$ cat config.mk
export PLATFORM = sky130hd
export DESIGN_NAME = commit_ctrl
export DESIGN_NICKNAME = d
export VERILOG_FILES = /design/src/rtl/tortoise_pkg.sv /design/src/rtl/commit_ctrl.sv
export SDC_FILE = /design/constraint.sdc
export NUM_CORES = 1
export LEC_CHECK = 0
export BUFFER_PORTS_ARGS = -buffer_cell sky130_fd_sc_hd__buf_2
export CORE_AREA = 2 2 127 159
export DETAILED_ROUTE_END_ITERATION = 10
export DIE_AREA = 0 0 129 161
export GPL_TIMING_DRIVEN = 1
export PLACE_DENSITY = 0.69
export REMOVE_ABC_BUFFERS = 1
export SETUP_SLACK_MARGIN = 0.4
export SLEW_MARGIN = 25
export SYNTH_ARGS = -nofsm -noshare
export SYNTH_HDL_FRONTEND = slang
export SYNTH_SLANG_ARGS = --single-unit
export TNS_END_PERCENT = 50
$ cat constraint.sdc
create_clock -name clk_i -period 16.3 [get_ports clk_i]
set_input_delay 1.63 -clock clk_i [delete_from_list [all_inputs] [get_ports clk_i]]
set_output_delay 1.63 -clock clk_i [all_outputs]
set_load 0.005 [all_outputs]
$ cat src/rtl/tortoise_pkg.sv
// Shared types for the tortoise core's commit path: scoreboard entry layout,
// commit controller states and the default flush length.
package tortoise_pkg;

    localparam int unsigned FLUSH_CYCLES_DEFAULT = 2;

    typedef enum logic [1:0] {
        RUN,
        TRAP,
        FLUSH,
        HALT
    } commit_state_t;

    typedef struct packed {
        logic        valid;
        logic [5:0]  cause;
        logic [31:0] tval;
    } exception_t;

    typedef struct packed {
        logic [31:0] pc;
        logic [7:0]  op;
        logic [4:0]  rd;
        logic [31:0] result;
        exception_t  ex;
    } scoreboard_entry_t;

endpackage

$ cat src/rtl/commit_ctrl.sv
// Commit controller: one registered slot between scoreboard head and commit
// stage, plus the redirect/halt FSM and the retired-instruction counter.
module commit_ctrl
    import tortoise_pkg::*;
#(
    parameter int unsigned FLUSH_CYCLES = FLUSH_CYCLES_DEFAULT
) (
    input  logic              clk_i,
    input  logic              rst_i,
    input  logic              sb_valid_i,
    input  scoreboard_entry_t sb_instr_i,
    output logic              sb_ack_o,
    output logic              commit_valid_o,
    output scoreboard_entry_t commit_instr_o,
    input  logic              commit_ack_i,
    input  logic              mispredict_i,
    input  logic              csr_done_i,
    input  logic              flush_i,
    input  logic              halt_i,
    output logic              halted_o,
    output logic              flush_o,
    output logic [63:0]       instret_o
);

    localparam logic [2:0] FLUSH_INIT = 3'(FLUSH_CYCLES);

    commit_state_t     state_q, state_d;
    logic              slot_valid_q, slot_valid_d;
    scoreboard_entry_t slot_q, slot_d;
    logic [2:0]        cnt_q, cnt_d;
    logic              flush_q, halted_q;
    logic [63:0]       instret_q;
    logic              ack_valid, retire, load;

    // An acknowledge only means something when the slot actually holds an entry.
    assign ack_valid = slot_valid_q && commit_ack_i;
    assign retire    = ack_valid && !slot_q.ex.valid;

    always_comb begin
        state_d      = state_q;
        slot_valid_d = slot_valid_q;
        slot_d       = slot_q;
        cnt_d        = cnt_q;
        load         = 1'b0;
        if (flush_i && state_q != HALT) begin
            state_d      = FLUSH;
            cnt_d        = FLUSH_INIT;
            slot_valid_d = 1'b0;
            slot_d       = '0;
        end else begin
            case (state_q)
                RUN: begin
                    if (ack_valid && slot_q.ex.valid) begin
                        state_d      = TRAP;
                        slot_valid_d = 1'b0;
                        slot_d       = '0;
                    end else if (ack_valid && mispredict_i) begin
                        state_d      = FLUSH;
                        cnt_d        = FLUSH_INIT;
                        slot_valid_d = 1'b0;
                        slot_d       = '0;
                    end else if (halt_i && (!slot_valid_q || ack_valid)) begin
                        state_d      = HALT;
                        slot_valid_d = 1'b0;
                        slot_d       = '0;
                    end else begin
                        load = sb_valid_i && (!slot_valid_q || ack_valid);
                        if (load) begin
                            slot_valid_d = 1'b1;
                            slot_d       = sb_instr_i;
                        end else if (ack_valid) begin
                            slot_valid_d = 1'b0;
                        end
                    end
                end
                TRAP: begin
                    if (csr_done_i) begin
                        state_d = FLUSH;
                        cnt_d   = FLUSH_INIT;
                    end
                end
                FLUSH: begin
                    // Leaving on a count of one keeps flush_o high for exactly FLUSH_CYCLES.
                    if (cnt_q <= 3'd1) begin
                        state_d = RUN;
                        cnt_d   = 3'd0;
                    end else begin
                        cnt_d = cnt_q - 3'd1;
                    end
                end
                HALT: begin
                    if (!halt_i) begin
                        state_d = RUN;
                    end
                end
                default: state_d = RUN;
            endcase
        end
    end

    always_ff @(posedge clk_i or posedge rst_i) begin
        if (rst_i) begin
            state_q      <= RUN;
            slot_valid_q <= 1'b0;
            slot_q       <= '0;
            cnt_q        <= 3'd0;
            flush_q      <= 1'b0;
            halted_q     <= 1'b0;
            instret_q    <= 64'd0;
        end else begin
            state_q      <= state_d;
            slot_valid_q <= slot_valid_d;
            slot_q       <= slot_d;
            cnt_q        <= cnt_d;
            flush_q      <= (state_d == FLUSH);
            halted_q     <= (state_d == HALT);
            instret_q    <= instret_q + 64'(retire);
        end
    end

    assign sb_ack_o       = load && !rst_i;
    assign commit_valid_o = slot_valid_q;
    assign commit_instr_o = slot_q;
    assign flush_o        = flush_q;
    assign halted_o       = halted_q;
    assign instret_o      = instret_q;

endmodule

==> results.toml <==
[cts]
cts.root.buffer_cell = "clkbuf_16"
cts.sink_count = 188
htree_levels = 4
insertion_delay_ns = 0.42
ctsResizeCount = 0
cts_tree = "yes"
clk_pin_slew_ns = 0.08
cts_inserted_buffers = 17
clockBufferDepth = 2
cts_setup_buffers = 0
hold_buffers = 0

[route]
wire_per_inst_um = 17.0
wl_mm = 20.1
drcViolationCount = 0
firstDrtPassIters = 4
dr.first_iter.drc_count = 271
num_vias = 6042
ant_nets = 0
vias_per_cell = 5.10

[logic_synthesis]
yosysWarnings = 0
synth_edf_count = 0
ys_seq_area_frac = 0.620
async_flop_share = 1.00
yosysUniqueCellTypes = 43
synth_seq_cells = 188
syn_area_um2 = 7580
synth.avg_cell_area_um2 = 12.6
synth_cells = 602
synthFlopType = "dfrtp_1"

[placed_design]
portBuffers = 307
dp_hpwl_mm = 14.5
dp_slack_ns = 11.73
dpl-instance-area_um2 = 9390
gp_congestion = 0.830

[floorplanning]
initial_utilization = 0.392
rows = 57
die_area_um2 = 20800
ios = 308
die_w_um = 129
die_h_um = 161
coreArea_um2 = 19300

[power]
ir_drop_v = 0.0000579
seqPwrFrac = 0.493
power_mw = 1.06
p_comb_frac = 0.137
switching_share = 0.281
clock_power_share = 0.371
power_switching_uw = 297
power_density_nw_per_um2 = 106
cellLeakagePower_nw = 5.45
p_int_uw = 759

[critical_path]
r2r_setup_slack_ns = 13.57
r2r_end = "instret_o[58]$_DFF_PP0_"
crit_type = "in2out"
critPathMaxFanout = 44
endpoint_kind = "output pin"
cp-startpoint = "flush_i"
crit_path_end = "sb_ack_o"
worstPathRequired_ns = 14.67
arrival_ns = 2.92
crit_path_start_kind = "primary input"
r2r_cells = 9
r2r_start = "commit_instr_o[38]$_DFFE_PP0P_"

[sta]
period_needed_ns = 4.55
rsz0062_at_grt = "no"
fmax_mhz = 220
final_hold_viol_count = 0
tns_ns = 0
relSlewSlack = 0.338
setup_slack_ns = 11.75
skew_ns = 0.0113
tightest_slew_ns = 0.992
min_period_over_period = 0.279
drv_slew = 0
setup_viol = 0

[grt]
grt_max_degree = 95
grt_pass1_vias = 5818
grt_pass1_wl_mm = 30.9
grt_overflow_total = 0
antenna_found_initial = 3
groute.usage.overall = 0.189

[cells_and_area]
drive_above_1_share = 0.396
ff_latch_area_um2 = 4700
fillCellCount = 1765
area_growth_syn_to_layout_pct = 31.4
final_cell_area_um2 = 9960
nets = 1032
multi_input_area_um2 = 2710

[outcome]
status = "complete, no violations"

[min_path]
worst_hold_startpoint = "instret_o[63]$_DFF_PP0_"
hold_path.class = "reg2reg"

[run]
cap_viol_max_count = 0
## final cells by class
cell class / instances / area share
Clock inverter: 14 / 0.0124
Timing Repair Buffer: 312 / 0.159
Sequential cell: 188 / 0.472
Inverter: 18 / 0.00729
Antenna cell: 2 / 0.000502
Tap cell: 265 / 0.0333
Clock buffer: 17 / 0.0427
Multi-Input combinational cell: 368 / 0.272
## per-layer routing
| layer | up-vias | GRT usage | wire (µm) |
|---|---|---|---|
| li1 | 2821 | - | - |
| met1 | 2949 | 0.227 | 8040 |
| met2 | 232 | 0.320 | 10100 |
| met3 | 38 | 0.0494 | 1340 |
| met4 | 2 | 0.0795 | 635 |
| met5 | - | 0 | 13 |
## worst max-delay path: stages
cell    delay (ns)
buf_2         0.13
nor2_1        0.21
and4_4        0.60
and2_1        0.19
buf_2         0.10
## kinds of logic (layout without fill, tap and decap cells)
logic type | Yosys count | after routing | synth area share
AOI/OAI and AO/OA | 143 | 143 | 0.157
muxes | 1 | 1 | 0.00149
and+or+nand+nor | 159 | 159 | 0.120
DFF | 188 | 188 | 0.620
buffers and inverters | 46 | 361 | 0.0243
xor gates and xnor gates | 62 | 62 | 0.0716
adders and majority gates | 3 | 3 | 0.00495
other | 0 | 2 | 0
## power by group through the flow
stage	logic (mW)	registers, mW	clock network [mW]
2_1_floorplan	0.0729	0.530	0
3_3_place_gp	0.144	0.528	0
3_5_place_dp	0.146	0.529	0
4_1_cts	0.146	0.520	0.401
5_1_grt	0.159	0.525	0.422
6_report	0.144	0.520	0.392
## worst min-delay path by stage
stage          slack (ns)  depth (start not counted)                       to
2_1_floorplan        0.46                          1  instret_o[63]$_DFF_PP0_
4_1_cts              0.47                          1  instret_o[63]$_DFF_PP0_
3_3_place_gp         0.45                          1  instret_o[63]$_DFF_PP0_
5_1_grt              0.50                          1  instret_o[63]$_DFF_PP0_
3_5_place_dp         0.46                          1  instret_o[63]$_DFF_PP0_
6_report             0.47                          1  instret_o[63]$_DFF_PP0_
## cell usage after synthesis (5+ instances only)
cell type	number	area (µm²)
clkbuf_1	17	63.8
and3_1	6	37.5
nand4_1	16	100
nor2_1	29	109
nor4_2	6	75.1
xor2_1	33	289
dfrtp_1	188	4700
a22o_1	116	1020
inv_1	18	67.6
nor4_1	9	56.3
xnor2_1	29	254
nand2_1	28	105
nand3_1	25	125
buf_2	9	45.0
o21ai_0	8	40.0
a21oi_1	5	25.0
nor3_1	19	95.1
## registers in the layout, indices dropped and copies added (netlist names)
| register | cells |
|---|---|
| commit_instr_o | 116 |
| instret_o | 64 |
| cnt_q | 3 |
| state_q | 2 |
| commit_valid_o | 1 |
| flush_o | 1 |
| halted_o | 1 |
## per-stage QoR
stage          std cells  utilization  hold slack, ns
2_1_floorplan        574            -           0.465
3_3_place_gp        1150        0.486           0.454
3_5_place_dp        1150        0.486           0.456
4_1_cts             1181        0.514           0.471
5_1_grt             1183        0.515           0.497
6_report            1184        0.515           0.466
## cells in the final DEF, fill, tap and decap left out, types with 2 or more instances in the layout
cell type / count
a21o_1: 2
o21ai_0: 8
nor2b_1: 2
nor2_1: 29
diode_2: 2
clkinvlp_4: 4
nor4_4: 2
buf_2: 307
xor2_1: 33
nor3_1: 19
inv_6: 6
nand3_1: 25
nand2b_1: 3
inv_1: 17
ha_1: 3
nand4_1: 16
nand2_1: 28
buf_4: 4
and3_1: 6
nor4_1: 9
a22oi_1: 2
nor4_2: 6
xnor2_1: 29
nand4_2: 2
dfrtp_1: 188
nand3_2: 2
a21oi_1: 5
or3_1: 3
inv_8: 4
a22o_1: 116
nor3_2: 2
clkbuf_16: 17
Power figures use the tool's default switching activity.
